[src/rtl/chart_recorder.sv]
// chart_recorder -- writer side of the chart memory.
//
// Samples the player's up/down buttons once per beat slot and writes one
// note word per slot (2 bits per lane: 00 empty, 01 tap, 10 hold,
// 11 end marker) to the chart RAM. The word format matches playback, so a
// recorded chart plays back unchanged.
//
// Optional build macro: CHART_REC_TERMINATOR_EN
//   When defined, every RECORD->DONE exit that did not fill the chart
//   issues one extra write on the following cycle: wr_addr=chart_len,
//   both codes 11. chart_len itself excludes this terminator.
//
// Ports:
//   clk, rst            system clock, synchronous active-high reset
//   start, stop         one-cycle control pulses
//   beat_tick           one-cycle pulse at each slot boundary
//   clickup, clickdown  debounced button levels, active-high
//   wr_en, wr_addr      RAM write strobe / address
//   wr_noteup/notedown  lane note codes for the write
//   recording, done     registered state decodes
//   chart_len           slots written by the last recording
module chart_recorder #(
   parameter int ADDR_W   = 12,
   parameter int MAX_ADDR = 4095
) (
   input  logic              clk,
   input  logic              rst,
   input  logic              start,
   input  logic              stop,
   input  logic              beat_tick,
   input  logic              clickup,
   input  logic              clickdown,
   output logic              wr_en,
   output logic [ADDR_W-1:0] wr_addr,
   output logic [1:0]        wr_noteup,
   output logic [1:0]        wr_notedown,
   output logic              recording,
   output logic              done,
   output logic [ADDR_W:0]   chart_len
);

   typedef enum logic [1:0] {IDLE, RECORD, DONE} state_t;

   state_t            state, state_nxt;
   logic [ADDR_W-1:0] addr;
   logic              prev_up, prev_dn;
   logic              latch_up, latch_dn;
   logic [1:0]        last_up, last_dn;
   logic              rise_up, rise_dn;
   logic              slot_close, at_max, rec_start;
   logic [1:0]        code_up, code_dn;

   // A press seen anywhere in the slot (including on the closing cycle)
   // is a tap; a held button only continues a note that already exists.
   function automatic logic [1:0] lane_code(input logic pressed,
                                            input logic level,
                                            input logic [1:0] last);
      if (pressed)
         lane_code = 2'b01;
      else if (level && (last == 2'b01 || last == 2'b10))
         lane_code = 2'b10;
      else
         lane_code = 2'b00;
   endfunction

   always_comb begin
      rise_up    = clickup & ~prev_up;
      rise_dn    = clickdown & ~prev_dn;
      slot_close = (state == RECORD) && beat_tick;
      at_max     = (addr == ADDR_W'(MAX_ADDR));
      code_up    = lane_code(latch_up | rise_up, clickup, last_up);
      code_dn    = lane_code(latch_dn | rise_dn, clickdown, last_dn);
      state_nxt  = state;
      rec_start  = 1'b0;
      case (state)
         IDLE, DONE: begin
            if (start) begin
               state_nxt = RECORD;
               rec_start = 1'b1;
            end
         end
         RECORD: begin
            if (stop || (slot_close && at_max))
               state_nxt = DONE;
         end
         default: state_nxt = IDLE;
      endcase
   end

`ifdef CHART_REC_TERMINATOR_EN
   logic term_pend;

   always_ff @(posedge clk) begin
      if (rst)
         term_pend <= 1'b0;
      else
         // full stop (tick at the last address) gets no terminator
         term_pend <= (state == RECORD) && (state_nxt == DONE) &&
                      !(slot_close && at_max);
   end
`endif

   always_ff @(posedge clk) begin
      if (rst) begin
         state       <= IDLE;
         addr        <= '0;
         prev_up     <= 1'b0;
         prev_dn     <= 1'b0;
         latch_up    <= 1'b0;
         latch_dn    <= 1'b0;
         last_up     <= 2'b00;
         last_dn     <= 2'b00;
         wr_en       <= 1'b0;
         wr_addr     <= '0;
         wr_noteup   <= 2'b00;
         wr_notedown <= 2'b00;
         recording   <= 1'b0;
         done        <= 1'b0;
         chart_len   <= '0;
      end else begin
         state     <= state_nxt;
         recording <= (state_nxt == RECORD);
         done      <= (state_nxt == DONE);
         prev_up   <= clickup;
         prev_dn   <= clickdown;
         wr_en     <= 1'b0;
         if (rec_start) begin
            addr      <= '0;
            latch_up  <= 1'b0;
            latch_dn  <= 1'b0;
            last_up   <= 2'b00;
            last_dn   <= 2'b00;
            chart_len <= '0;
         end else if (state == RECORD) begin
            if (slot_close) begin
               wr_en       <= 1'b1;
               wr_addr     <= addr;
               wr_noteup   <= code_up;
               wr_notedown <= code_dn;
               last_up     <= code_up;
               last_dn     <= code_dn;
               latch_up    <= 1'b0;
               latch_dn    <= 1'b0;
               if (at_max)
                  chart_len <= (ADDR_W+1)'(MAX_ADDR + 1);
               else begin
                  addr <= addr + 1'b1;
                  if (stop)
                     chart_len <= {1'b0, addr} + (ADDR_W+1)'(1);
               end
            end else begin
               latch_up <= latch_up | rise_up;
               latch_dn <= latch_dn | rise_dn;
               // stop without a tick drops the partial slot
               if (stop)
                  chart_len <= {1'b0, addr};
            end
         end
`ifdef CHART_REC_TERMINATOR_EN
         // chart_len was settled on the exit edge, so it is the next free slot
         if (term_pend) begin
            wr_en       <= 1'b1;
            wr_addr     <= chart_len[ADDR_W-1:0];
            wr_noteup   <= 2'b11;
            wr_notedown <= 2'b11;
         end
`endif
      end
   end

endmodule

[config.mk]
export PLATFORM = sky130hd
export DESIGN_NAME = chart_recorder
export DESIGN_NICKNAME = d
export VERILOG_FILES = /design/src/rtl/chart_recorder.sv
export SDC_FILE = /design/constraint.sdc
export NUM_CORES = 1
export LEC_CHECK = 0
export ABC_AREA = 1
export CAP_MARGIN = 10
export CORE_MARGIN = 4
export CORE_UTILIZATION = 35
export CTS_BUF_LIST = sky130_fd_sc_hd__clkbuf_8
export CTS_CLUSTER_DIAMETER = 200
export CTS_CLUSTER_SIZE = 28
export DETAILED_ROUTE_END_ITERATION = 10
export SKIP_CTS_REPAIR_TIMING = 1
export SKIP_LAST_GASP = 1
export SYNTH_ARGS = -nofsm -noshare
export SYNTH_HDL_FRONTEND = slang
export SYNTH_SLANG_ARGS = --single-unit
export TNS_END_PERCENT = 100
[constraint.sdc]
create_clock -name clk -period 1.8 [get_ports clk]
set_input_delay 0.18 -clock clk [delete_from_list [all_inputs] [get_ports clk]]
set_output_delay 0.18 -clock clk [all_outputs]
set_load 0.02 [all_outputs]
==> metrics.md <==
| Metric | Value |
|---|---|
| Number of diodes | `0` |
| Largest net degree at the start of global routing | `25` |
| Clk_skew | `approximately 4.5 ps` |
| Hold slack | `approximately 440 ps` |
| Hpwl dp | `between 4000 and 5000 um` |
| Unique masters post-synth | `28` |
| Register bit total from synthesis | `54` |
| Worst Hold Class | `primary input to flip-flop` |
| Mapped Nets | `340` |
| GRT Util Overall | `0.151` |
| Met1 WL | `3110 um` |
| TritonCTS Buffers | `5` |
| Worst Tran Pin Value | `476 ps` |
| WL final | `6130 um` |
| Final nets | `391` |
| Leakage | `1.24 nW` |
| CTS H-tree lvls | `2` |
| Ports | `39` |
| Vias in the first global route | `2051` |
| Iter 0 DRT Violations | `around 150` |
| FILL cells | `660` |
| DRC violations left | `0` |
| Layout area overhead | `29.2%` |
| Grt ovf | `0` |
| Antenna Nets Post-Route | `0` |
| Status | `finished clean` |
| Worst Path Max Fanout | `12` |
| Max IR drop VDD | `~0.41 mV` |
| Die width | `90.1 um` |
| Max Freq | `614 MHz` |
| DP Area | `2910 um^2` |
| Endpoints failing setup | `0` |
| Worst-path clk slew | `approximately 100 ps` |
| First-pass GRT wire length | `10100 um` |
| CTS tree | `yes` |
| Min Tclk post-route | `1630 ps` |
| Setup TNS | `0 ps` |
| Syn Std Cell Area | `2360 um^2` |
| CP required | `2020 ps` |
| Vias/cell | `approximately 4.7` |
| First-pass DRT Iterations | `4` |
| FP Rows | `29` |
| Slew Limit Headroom | `0.682` |
| CTS Sinks | `54` |
| Met3 Wirelength | `287 um` |
| Worst EP arrival | `~1900 ps` |
| Routed length per instance | `13.3 um` |
| RSZ-0062 raised after global routing | `false` |
| Die Y | `90.1 um` |
| Number of hold violations in the final report | `0` |
| Buffers on Ports | `38` |
| Number of antenna violations at the first check in global routing | `0` |
| Max Cap Viol | `0` |
| Starting Density | `0.366` |
| PD cells | `761 nW/um^2` |
| Crit end category | `flip-flop` |
| Met2 WL post-DR | `2670 um` |
| Post-synthesis sequential area ratio | `0.458` |
| DP Worst Slack | `72.2 ps` |
| Cell area after layout | `3050 um^2` |
| Via count | `2163` |
| Syn Area/Cell | `7.11 um^2` |
| Total power | `approximately 0.0023 W` |
| Layout cell share with drive strength beyond 1 | `0.115` |
| Period utilization | `0.904` |
| Warnings from Yosys | `0` |
| Max layer used | `met4` |
| Mapped Cells | `332` |
| Placer congestion estimate | `0.895` |
| Final WS setup | `roughly 170 ps` |
| Final Max Slew Viols | `0` |
| Root buf cell | `clkbuf_8` |
| CTS max path bufs | `2` |
| Worst-Skew Late Latency | `roughly 310 ps` |
| Startpoint types | `flip-flop` |
| Core area | `approximately 6500 um^2` |
| Worst setup path class | `flip-flop to flip-flop` |
| Die footprint | `8120 um^2` |
==> cell usage after synthesis <==
library cell	instances	area share
a211oi_1	1	0.0032
a21o_1	1	0.0032
a21oi_1	36	0.076
a31oi_1	1	0.0027
buf_2	4	0.0085
buf_4	2	0.0064
buf_6	1	0.0048
clkbuf_1	5	0.0079
clkinv_1	1	0.0016
dfxtp_1	54	0.46
ha_1	1	0.0053
inv_1	27	0.043
inv_2	3	0.0048
nand2_1	99	0.16
nand2_2	5	0.013
nand2_4	3	0.014
nand3_1	14	0.030
nand3_4	2	0.015
nand3b_1	2	0.0064
nand4_1	2	0.0053
nor2_1	44	0.070
nor2_2	1	0.0027
nor2_4	3	0.014
nor3_1	1	0.0021
o211ai_1	1	0.0032
o21ai_0	15	0.032
o21ai_1	1	0.0021
xor2_1	2	0.0074
==> cells by family (layout without fill, tap and decap cells) <==
kind of cell	count (synthesis)	after routing	share of synthesized area
fa+ha+maj	1	1	0.00530
buf+inv	43	94	0.0768
simple gates	176	177	0.330
xor+xnor	2	2	0.00742
flops	54	54	0.458
compound gates	56	56	0.122
==> state kept, by name, summed over array words and instances, names as in the netlist, 2 cells and up <==
register     flops
chart_len       13
addr            12
wr_addr         12
last_dn          2
last_up          2
state            2
wr_notedown      2
wr_noteup        2
==> critical path: stages, from the launching register on <==
cell and delay (ps):
dfxtp_1 380, ha_2 260, nand2_2 110, nor2_4 160
nand3_4 130, nand2_4 110, nand3_4 160, nor2_1 170
nor2_1 50
==> path summary, 6_finish.rpt <==
kind / from / to / slack [ps] / cells after the start
max: addr[1]$_SDFFE_PP0P_ / chart_len[7]$_SDFFE_PP0P_ / 170 / 8
min: clickup / prev_up$_SDFF_PP0_ / 440 / 3
max reg2reg: addr[1]$_SDFFE_PP0P_ / chart_len[7]$_SDFFE_PP0P_ / 170 / 8
min reg2reg: chart_len[12]$_SDFFE_PP0P_ / chart_len[12]$_SDFFE_PP0P_ / 470 / 2
==> through the flow <==
step | instances | utilization
floorplan | 332 | -
global placement | 452 | 0.451
detailed placement | 452 | 0.451
CTS | 460 | 0.469
global route | 461 | 0.472
finish | 461 | 0.472
==> where the power goes <==
group          internal (W)  switching (W)  total [W]  leakage [nW]
Combinational     0.0000913       0.000136   0.000228         0.743
Clock              0.000424       0.000436   0.000861        0.0563
Sequential          0.00122      0.0000123    0.00123         0.438
==> placed cells by master, fill, tap and decap left out, types with 14 or more instances in the layout <==
cell / n
clkdlybuf4s50_1: 38
nand3_1: 14
o21ai_0: 15
nand2_1: 99
buf_4: 16
nor2_1: 44
inv_1: 27
a21oi_1: 36
dfxtp_1: 54
==> cell type report <==
| type | instances | area (um^2) | share of cell area |
|---|---|---|---|
| clock buffer | 5 | 68.8 | 0.0226 |
| clock inverter | 3 | 48.8 | 0.0160 |
| inverter | 31 | 116 | 0.0381 |
| multi-input combinational | 236 | 1120 | 0.367 |
| sequential | 54 | 1080 | 0.354 |
| tap | 77 | 96.3 | 0.0316 |
| timing repair buffer | 55 | 520 | 0.171 |
==> routing by layer <==
layer  track usage  vias up
met3        0.0309        6
met1         0.214      948
met4        0.0510        0
li1              -     1154
met2         0.228       55
met5             0        -
No activity file was read; power rests on OpenSTA's default activity.
